## config.mk

```make
export PLATFORM = sky130hd
export DESIGN_NAME = pipe_shifter
export DESIGN_NICKNAME = d
export VERILOG_FILES = /design/src/rtl/shifter_pkg.sv /design/src/rtl/shift_stage.sv /design/src/rtl/pipe_shifter.sv
export SDC_FILE = /design/constraint.sdc
export NUM_CORES = 1
export LEC_CHECK = 0
export CORE_MARGIN = 1
export CORE_UTILIZATION = 37
export CTS_CLUSTER_DIAMETER = 60
export DETAILED_ROUTE_END_ITERATION = 7
export PLACE_DENSITY = 0.64
export SYNTH_ARGS = -nofsm -noshare
export SYNTH_HDL_FRONTEND = slang
export SYNTH_SLANG_ARGS = --single-unit
```

## constraint.sdc

```tcl
create_clock -name clk -period 1.8 [get_ports clk]
set_clock_uncertainty 0.05 [all_clocks]
set_input_delay 0.36 -clock clk [delete_from_list [all_inputs] [get_ports clk]]
set_output_delay 0.36 -clock clk [all_outputs]
set_load 0.01 [all_outputs]
```

## src/rtl/shifter_pkg.sv

```systemverilog
// rtl/shifter_pkg.sv - mode encodings and stage control register type for pipe_shifter
package shifter_pkg;

  typedef enum logic [1:0] {
    MODE_SLL = 2'b00,
    MODE_SRA = 2'b01,
    MODE_SRL = 2'b10,
    MODE_ROR = 2'b11
  } mode_e;

  // Control half of every stage register; data, tag and shift bits sit beside it
  typedef struct packed {
    logic  valid;
    mode_e mode;
  } stage_ctrl_t;

endpackage

```

## src/rtl/shift_stage.sv

```systemverilog
// rtl/shift_stage.sv - one registered barrel stage shifting by 2^SEL; rotate gated by PIPE_SHIFTER_ROR_EN
module shift_stage
  import shifter_pkg::*;
#(
  parameter int WIDTH = 16,
  parameter int TAG_W = 4,
  parameter int SHW   = 4,
  parameter int SEL   = 0
) (
  input  logic             clk,
  input  logic             rst,
  input  logic             adv,
  input  logic             valid_i,
  input  logic [1:0]       mode_i,
  input  logic [SHW-1:0]   shval_i,
  input  logic [TAG_W-1:0] tag_i,
  input  logic [WIDTH-1:0] data_i,
  output logic             valid_o,
  output logic [1:0]       mode_o,
  output logic [SHW-1:0]   shval_o,
  output logic [TAG_W-1:0] tag_o,
  output logic [WIDTH-1:0] data_o
);

  localparam int DIST = 1 << SEL;

  stage_ctrl_t      ctrl_d, ctrl_q;
  logic [SHW-1:0]   shval_d, shval_q;
  logic [TAG_W-1:0] tag_d, tag_q;
  logic [WIDTH-1:0] data_d, data_q;
  logic [WIDTH-1:0] shifted;

  always_comb begin
    shifted = data_i;
    if (shval_i[SEL]) begin
      case (mode_e'(mode_i))
        MODE_SLL: shifted = data_i << DIST;
        MODE_SRA: shifted = $signed(data_i) >>> DIST;
        MODE_SRL: shifted = data_i >> DIST;
`ifdef PIPE_SHIFTER_ROR_EN
        MODE_ROR: shifted = (data_i >> DIST) | (data_i << (WIDTH - DIST));
`endif
        default:  shifted = data_i;
      endcase
    end
  end

  always_comb begin
    ctrl_d  = ctrl_q;
    shval_d = shval_q;
    tag_d   = tag_q;
    data_d  = data_q;
    if (adv) begin
      ctrl_d.valid = valid_i;
      ctrl_d.mode  = mode_e'(mode_i);
      shval_d      = shval_i;
      tag_d        = tag_i;
      data_d       = shifted;
    end
  end

  always_ff @(posedge clk) begin
    if (rst) begin
      ctrl_q  <= '0;
      shval_q <= '0;
      tag_q   <= '0;
      data_q  <= '0;
    end else begin
      ctrl_q  <= ctrl_d;
      shval_q <= shval_d;
      tag_q   <= tag_d;
      data_q  <= data_d;
    end
  end

  assign valid_o = ctrl_q.valid;
  assign mode_o  = ctrl_q.mode;
  assign shval_o = shval_q;
  assign tag_o   = tag_q;
  assign data_o  = data_q;

endmodule

```

## src/rtl/pipe_shifter.sv

```systemverilog
// rtl/pipe_shifter.sv - log2(WIDTH)-stage pipelined shifter with valid/ready; rotate gated by PIPE_SHIFTER_ROR_EN
module pipe_shifter
  import shifter_pkg::*;
#(
  parameter  int WIDTH = 16,
  parameter  int TAG_W = 4,
  localparam int SHW   = $clog2(WIDTH)
) (
  input  logic             clk,
  input  logic             rst,
  input  logic             In_Valid,
  output logic             In_Ready,
  input  logic [WIDTH-1:0] Shift_In,
  input  logic [SHW-1:0]   Shift_Val,
  input  logic [1:0]       Mode,
  input  logic [TAG_W-1:0] Tag_In,
  output logic             Out_Valid,
  input  logic             Out_Ready,
  output logic [WIDTH-1:0] Shift_Out,
  output logic [TAG_W-1:0] Tag_Out,
  output logic             Zero
);

  // Index k is the input of stage k; index SHW is the last stage register
  logic             valid_s [SHW+1];
  logic [1:0]       mode_s  [SHW+1];
  logic [SHW-1:0]   shval_s [SHW+1];
  logic [TAG_W-1:0] tag_s   [SHW+1];
  logic [WIDTH-1:0] data_s  [SHW+1];
  logic             advance;

  assign valid_s[0] = In_Valid;
  assign mode_s[0]  = Mode;
  assign shval_s[0] = Shift_Val;
  assign tag_s[0]   = Tag_In;
  assign data_s[0]  = Shift_In;

  // The whole pipe moves as one, so a stalled output freezes every stage
  assign advance  = !Out_Valid || Out_Ready;
  assign In_Ready = advance;

  for (genvar k = 0; k < SHW; k++) begin : g_stage
    shift_stage #(
      .WIDTH (WIDTH),
      .TAG_W (TAG_W),
      .SHW   (SHW),
      .SEL   (k)
    ) u_stage (
      .clk     (clk),
      .rst     (rst),
      .adv     (advance),
      .valid_i (valid_s[k]),
      .mode_i  (mode_s[k]),
      .shval_i (shval_s[k]),
      .tag_i   (tag_s[k]),
      .data_i  (data_s[k]),
      .valid_o (valid_s[k+1]),
      .mode_o  (mode_s[k+1]),
      .shval_o (shval_s[k+1]),
      .tag_o   (tag_s[k+1]),
      .data_o  (data_s[k+1])
    );
  end

  assign Out_Valid = valid_s[SHW];
  assign Shift_Out = data_s[SHW];
  assign Tag_Out   = tag_s[SHW];
  assign Zero      = Out_Valid && (data_s[SHW] == '0);

endmodule

```

# [After elaboration in Yosys (flattened, before gate mapping)]
# Cells that the tools add are included.
[classes] reduce_logical=8 eq_ne=8 mux=8
[ops] operator="$pmux W16 S3" count=4
[ops] operator="$mux W16" count=4
[ops] operator="$logic_not A16 Y1" count=1
[ops] operator="$eq A2 B1 Y1 const B" count=4
[ops] operator="$eq A2 B2 Y1 const B" count=4
[ops] operator="$logic_not A2 Y1" count=4
[ops] operator="$logic_and A1 B1 Y1" count=1
[ops] operator="$logic_not A1 Y1" count=1
[ops] operator="$logic_or A1 B1 Y1" count=1
[word_totals] word_cells=42 input_bits=30 output_inout_bits=23 ff_bits=102

# [Longest topological paths before layout]
# Gate-level depths: netlist of the first run.
[logic_depth] depth_word=3 ltp_mapped=7 ltp_nobuf=5

# [Hierarchy]
# Synthesis of the first run repeated with hierarchy kept, for this count alone.
[unflattened] cells_unflattened=551 hier_area_um2=5031.1
[modules_own_cells] module="shift_stage at g_stage[2].u_stage" cells_each=144 area_per_inst_um2=1290.0 n_inst=1
[modules_own_cells] module="shift_stage at g_stage[0].u_stage" cells_each=138 area_per_inst_um2=1277.5 n_inst=1
[modules_own_cells] module="shift_stage at g_stage[1].u_stage" cells_each=139 area_per_inst_um2=1242.4 n_inst=1
[modules_own_cells] module="shift_stage at g_stage[3].u_stage" cells_each=123 area_per_inst_um2=1164.9 n_inst=1
[modules_own_cells] module="pipe_shifter" cells_each=7 area_per_inst_um2=56.3 n_inst=1

# [Worst setup path after synthesis of the first run]
# Ideal clock, no wire load.
[synth_timing] path_type="register to output" start="reg g_stage[3].u_stage.ctrl_q (netlist bit g_stage[3].u_stage.valid_o)" end="out Zero" required_ns=1.390 path_stages_with_launch=4 t_arrival_ns=1.062 n_path_buf=0 slack_ns=0.328 path_cell_list="dfxtp_1 nor4b_1 nand4_1 nor4_1"
[synth_via] elab_chain_cells=1
[synth_lines] item="from (decl)" line="shift_stage.sv:27" text="stage_ctrl_t ctrl_d, ctrl_q;"
[synth_lines] item="from (signal assigned)" line="shift_stage.sv:69" text="ctrl_q <= ctrl_d;"
[synth_lines] item="$logic_and A1 B1 Y1" line="pipe_shifter.sv:68" text="assign Zero = Out_Valid && (data_s[SHW] == '0);"
[synth_lines] item="to (decl)" line="pipe_shifter.sv:21" text="output logic Zero"
# No other way between the ends.

# [Worst setup path in the final report of the first run]
[layout_timing] start="reg g_stage[3].u_stage.data_q[3]" end="out Zero"
[layout_via] elab_chain_cells=2
[layout_lines] item="from (decl)" line="shift_stage.sv:30" text="logic [WIDTH-1:0] data_d, data_q;"
[layout_lines] item="from (signal assigned)" line="shift_stage.sv:72" text="data_q <= data_d;"
[layout_lines] item="$logic_not A16 Y1" line="pipe_shifter.sv:68"
[layout_lines] item="$logic_and A1 B1 Y1" line="pipe_shifter.sv:68"
# No other way between the ends.

==> flow_summary.ini, run 1 <==
[timing]
fmax_mhz = 541
tightest_slew_ns = 0.510
setup_viol = 1
fin_crit_ns = 1.85
maxSlewHeadroom_pct = 65.9
worst_slack_ns = -0.0480
hold_violations = 0
rsz0062_at_grt = true
fin_crit_sh_pct = 103
finalMaxSlewViolations = 0
hold_ws_ns = 0.400

[route]
wl_met1_mm = 5.36
route.met3.wl_um = 473
wl_met2_mm = 6.01
firstDrtPassIters = 6
highest-signal-layer = met4
drt-total-wl_mm = 12.1
wl_per_cell_um = 14.4
drtAntennaViolNets = 0
dr_total_vias = 4584
first_iter_violations = 383
route.detailed.drc = 0
viasPerCell = 5.46

[power]
p_leak_nw = 2.23
p_per_area_mw_per_mm2 = 822
ir_worst_vdd_mv = 0.441

[global_route]
grt_pass1_wl_mm = 20.4
grt_max_degree = 97
grt_usage_pct = 17.6
antenna_found_initial = 0
grt_overflow = 0
grt_pass1_vias = 4265

[place]
io_buffers = 52
place_area_mm2 = 0.00577
gp_congestion = 0.886
dp_hpwl_mm = 8.59
dp_slack_ns = -0.283

[cts]
clk_path_buf_depth = 2
clkSinkCount = 96
path_clk_slew_ns = 0.06
cts-htree-levels = 3
numCtsBuffers = 9
cts_tree = done
clk-insertion-delay-late_ns = 0.35
post_cts_buffers = 0
root_buffer = clkbuf_16

[die]
core_area_mm2 = 0.0132
initial_core_util_pct = 38.0
die_x_um = 119
row_count = 42
ios = 53
fp.dieArea_mm2 = 0.0141
die_h_um = 119

[worst_setup_path]
ff2ff_setup_slack_ns = 0.18
cp_max_fo = 2
worstSetupStartpointType = flip-flop
path_delay_family = simple AND/OR/NAND/NOR gates
r2r_start = g_stage[2].u_stage.mode_o[0]
cp-end-kind = output pin
ff2ff_path_depth = 5
crit_slowest_cell = dfxtp_2
cp-endpoint = Zero
crit_chain = nor4_2 > nand4_1 > nor4_1 > buf_2
worstSetupPathType = flip-flop to output pin
cp_num_cells = 4
arrival_ns = 1.44
crit_path_max_incr_delay_ns = 0.34
r2r-end = g_stage[3].u_stage.data_o[2]
cp_num_buf_inv = 1
startpoint = g_stage[3].u_stage.data_o[3]
required_ns = 1.39

[worst_hold_path]
hp-class = flip-flop to flip-flop

[synthesis]
avgSynthCellArea_um2 = 8.05
syn_nets = 655
yosysSeqAreaShare_pct = 38.2
synth_area_mm2 = 0.00503
ys_seq_elements = 96
synth_cells = 625
synth_cell_types = 36
yosysWarnings = 0

[flow_run]
drv_cap = 0

[finish]
fill_cells = 1312
syn_to_final_growth_pct = 21.9
layout.nets = 688
final_cell_mix = 92 x nand2_1, 92 x dfxtp_1, 65 x nor2_1, 48 x clkdlybuf4s50_1, 45 x a221oi_1
fin_area_mm2 = 0.00613
n_antenna_cell = 0
drive_above_1_share_pct = 11.9

[outcome]
violations = negative setup slack
status = complete, but fails checks
## worst min-delay path by stage
stage                                        startpoint                            end  slack (ns)  cells after the start
after floorplan           g_stage[0].u_stage.shval_o[2]  g_stage[0].u_stage.shval_o[2]        0.38                      2
final                       g_stage[1].u_stage.tag_o[0]    g_stage[1].u_stage.tag_o[0]        0.40                      2
after global placement      g_stage[1].u_stage.tag_o[0]    g_stage[1].u_stage.tag_o[0]        0.39                      2
after global routing        g_stage[2].u_stage.tag_o[1]    g_stage[2].u_stage.tag_o[1]        0.42                      2
after CTS                    g_stage[1].u_stage.valid_o     g_stage[1].u_stage.valid_o        0.40                      2
after detailed placement    g_stage[1].u_stage.tag_o[0]    g_stage[1].u_stage.tag_o[0]        0.39                      2
## through the flow
step / total power, W / cells / TNS [ns] / utilization (%)
2_1_floorplan: 0.00280 / 625 / 0 / -
3_3_place_gp: 0.00303 / 823 / -6.61 / 43.6
3_5_place_dp: 0.00305 / 823 / -7.23 / 43.6
4_1_cts: 0.00508 / 839 / -0.122 / 46.2
5_1_grt: 0.00525 / 839 / -0.165 / 46.3
6_report: 0.00504 / 839 / -0.0480 / 46.3
## synthesized netlist by cell type
cell type  instances  area (um^2)
a211oi_1          27          203
a21boi_1           1         7.51
a21oi_1           35          175
a221oi_1          45          394
a221oi_2           2         30.0
a222oi_1           5         50.1
a22o_1            12          105
a32o_1             2         20.0
and2_1             1         6.26
and2b_1            1         7.51
buf_1              1         3.75
buf_2             25          125
buf_4             23          173
buf_6              1         11.3
clkbuf_1          24         90.1
dfxtp_1           96         1920
inv_1             21         78.8
mux2_2             2         22.5
mux2_4             2         30.0
mux2i_1           31          310
nand2_1           92          345
nand2b_1           3         18.8
nand3b_1          18          135
nand4_1            1         6.26
nor2_1            65          244
nor2_2             1         6.26
nor2b_1            6         37.5
nor3_1            28          140
nor3_2             1         10.0
nor3b_1            1         7.51
nor4_1             3         18.8
nor4b_1            1         8.76
o21ai_0           36          180
o221ai_1           9         78.8
xnor2_1            2         17.5
xor2_1             1         8.76
## layer usage
metal  up-vias  track usage (%)
li1       2309                -
met1      2139             21.2
met2       116             30.8
met3        20             3.04
met4         0             7.12
met5         -                0
## power by group
| part | total (W) | internal (W) | switching, W |
|---|---|---|---|
| sequential | 0.00236 | 0.00224 | 0.000125 |
| combinational | 0.000649 | 0.000338 | 0.000311 |
| clock | 0.00203 | 0.00123 | 0.000793 |
| total | 0.00504 | 0.00381 | 0.00123 |
## state kept, by name (all words and copies together) (netlist names)
| name | flops |
|---|---|
| g_stage.u_stage.data_o | 64 |
| g_stage.u_stage.tag_o | 16 |
| g_stage.u_stage.mode_o | 6 |
| g_stage.u_stage.shval_o | 6 |
| g_stage.u_stage.valid_o | 4 |
## kinds of logic (layout without fill, tap and decap cells)
group / after synthesis / in the layout / share of synthesized area (%)
and+or+nand+nor: 222 / 222 / 19.7
muxes: 35 / 35 / 7.22
AOI/OAI and AO/OA: 174 / 174 / 24.7
buffers and inverters: 95 / 133 / 9.58
DFF: 96 / 96 / 38.2
xor gates and xnor gates: 3 / 3 / 0.523
## timing repair
item,CTS,global route
pin swaps,3,1
cloned,0,0
endpoints found under the setup margin,2,5
hold buffers,0,0
resized for setup,11,4
## layout make-up
type,count,area (um^2),area share (%)
clock inverter,3,47.5,0.776
multi-input combinational,434,2660,43.4
inverter,21,78.8,1.29
tap,176,220,3.59
timing repair buffer,96,917,15.0
clock buffer,13,280,4.57
sequential,96,1930,31.4
## worst reg2reg max path, delay by kind of cell, from the launching register on
family                 cells  cell delay (ns)
DFF                        1             0.56
buffers and inverters      1             0.18
and+or+nand+nor            2             0.20
AOI/OAI and AO/OA          2             0.50
Power figures use the tool's default switching activity.
==> inputs of run 2 (changes only) <==
Settings changed: CORE_MARGIN 1 to 2, PLACE_DENSITY 0.64 to 0.66.
Clock period 1.8 ns to 1.7 ns, I/O delays scaled along.
==> run 2 against run 1 <==
  * The run still ends with negative setup slack left
  * Register-to-register slack lost 0.05 ns
  * Utilization grew 0.98 points
  * First-iteration DRC count is 37% lower
  * Worst setup slack worse by 0.065 ns
  * Sequential share of layout area down 0.67 points
  * Global-route usage fell by 0.24 points
  * Sequential cell count unchanged
  * Combinational power up 8.9%
==> flow_summary.ini, run 2 (synthesis results as in run 1) <==
[place]
gp_congestion = 0.859
place_area_mm2 = 0.00591
dp_hpwl_mm = 8.97
io_buffers = 52

[worst_hold_path]
hp-class = primary input to flip-flop
hp-start = rst
worstHoldPathCells = 2
hold_end = g_stage[2].u_stage.mode_o[1]

[worst_setup_path]
ff2ff_path_depth = 6
ff2ff_setup_slack_ns = 0.13
r2r_start = g_stage[3].u_stage.valid_o
worstSetupPathType = flip-flop to output pin
r2r-end = g_stage[1].u_stage.data_o[5]
arrival_ns = 1.42
cp_max_fo = 2
required_ns = 1.31
cp-end-kind = output pin
worstSetupStartpointType = flip-flop

[finish]
fill_cells = 1296
final_common_cell = dfxtp_1
syn_to_final_growth_pct = 24.5
n_antenna_cell = 0
fin_util_pct = 47.3
layout.nets = 699
final_cell_mix = 93 x dfxtp_1, 91 x nand2_1, 65 x nor2_1, 45 x a221oi_1, 44 x buf_4
largest_register_ffs = 64
fin_area_mm2 = 0.00626
drive_above_1_share_pct = 12.9

[timing]
fin_crit_ns = 1.81
maxSlewHeadroom_pct = 73.5
hold_violations = 0
fmax_mhz = 551
worst_slack_ns = -0.113
setup_viol = 1
fin_crit_sh_pct = 107
tightest_slew_ns = 0.396
rsz0062_at_grt = true
finalMaxSlewViolations = 0

[cts]
root_buffer = clkbuf_16
numCtsBuffers = 9
clkSinkCount = 96
path_clk_slew_ns = 0.06
clk-insertion-delay-late_ns = 0.35
clk_path_buf_depth = 2
post_cts_buffers = 0
cts_tree = done
cts-htree-levels = 3

[power]
p_per_area_mw_per_mm2 = 877
p_int_w = 0.00421
combPwrFrac_pct = 12.9
p_clk_share_pct = 41.6
ir_worst_vdd_mv = 0.468
seq_power_share_pct = 45.5
p_leak_nw = 2.41
swShare_pct = 23.3
netSwitchingPower_w = 0.00128

[route]
drtAntennaViolNets = 0
drt-total-wl_mm = 12.4
viasPerCell = 5.46
first_iter_violations = 240
route.detailed.drc = 0
dr_total_vias = 4637
firstDrtPassIters = 6
wl_per_cell_um = 14.6

[global_route]
use_met3_pct = 3.02
grt_pass1_wl_mm = 20.6
grt_use_met1_pct = 20.6
antenna_found_initial = 0
grt_max_degree = 57
globalRouteMet2Util_pct = 30.3
top_usage_layer = met2
grt_pass1_vias = 4398
grt_usage_pct = 17.3
grt_overflow = 0

[die]
fp.dieArea_mm2 = 0.0145
die_x_um = 121
die_h_um = 121
ios = 53
core_area_mm2 = 0.0132
row_count = 42
initial_core_util_pct = 38.0

[outcome]
status = complete, but fails checks
violations = negative setup slack

[flow_run]
drv_cap = 0
run 2: cell count changes in the layout (fill, tap and decap cells not counted), sizes merged:
cell / before / now
clkdlybuf4s50: 48 / 34
buf: 46 / 58
dlygate4sd2: 2 / 13
bufinv: 1 / 3
clkinv: 2 / 0
dlymetal6s2s: 0 / 2
clkbuf: 13 / 12
run 2: critical path, stage by stage, from the launching register on:
cell     delay, ns
dfxtp_2       0.34
nor4b_4       0.29
nand4_1       0.13
nor4_1        0.16
buf_2         0.17
run 2: power groups by stage:
stage	Sequential, W	Combinational [W]	Clock, W
final	0.00250	0.000707	0.00228
after global routing	0.00251	0.000775	0.00243
after CTS	0.00249	0.000705	0.00234
after detailed placement	0.00254	0.000711	0
after global placement	0.00254	0.000693	0
after floorplan	0.00250	0.000473	0
run 2: worst max-delay path by stage:
stage,start,endpoint,slack (ns),depth (start not counted)
6_report,g_stage[3].u_stage.data_o[15],Zero,-0.11,4
4_1_cts,g_stage[3].u_stage.data_o[1],Zero,-0.17,4
5_1_grt,g_stage[3].u_stage.data_o[15],Zero,-0.20,4
3_5_place_dp,g_stage[3].u_stage.data_o[15],Zero,-0.35,4
3_3_place_gp,g_stage[3].u_stage.data_o[15],Zero,-0.37,4
2_1_floorplan,g_stage[3].u_stage.valid_o,Zero,0.25,3
run 2: what timing repair did:
action,CTS,global route
gates resized for setup,23,9
setup endpoints to repair,15,19
pin swaps,2,2
hold buffers,0,0
run 2: per-stage QoR:
step,worst slack (ns),hold slack [ns],TNS [ns],instances,total power (W)
floorplan,0.248,0.382,0,625,0.00297
global placement,-0.374,0.388,-11.40,834,0.00323
detailed placement,-0.348,0.393,-12.44,834,0.00325
CTS,-0.171,0.304,-0.171,849,0.00554
global route,-0.196,0.344,-0.196,849,0.00572
finish,-0.113,0.314,-0.113,849,0.00549
run 2: final cells by class:
class / count / area (um^2) / area share, %
Clock buffer: 12 / 246 / 3.94
Sequential cell: 96 / 1930 / 30.8
Clock inverter: 3 / 90.1 / 1.44
Inverter: 21 / 78.8 / 1.26
Multi-Input combinational cell: 434 / 2660 / 42.4
Tap cell: 176 / 220 / 3.52
Timing Repair Buffer: 107 / 1040 / 16.7
run 2: layer usage:
layer	vias to the layer above	share of wire, %
met4	0	2.3
li1	2326	-
met5	-	0
met2	115	49
met1	2175	45
met3	21	3.8
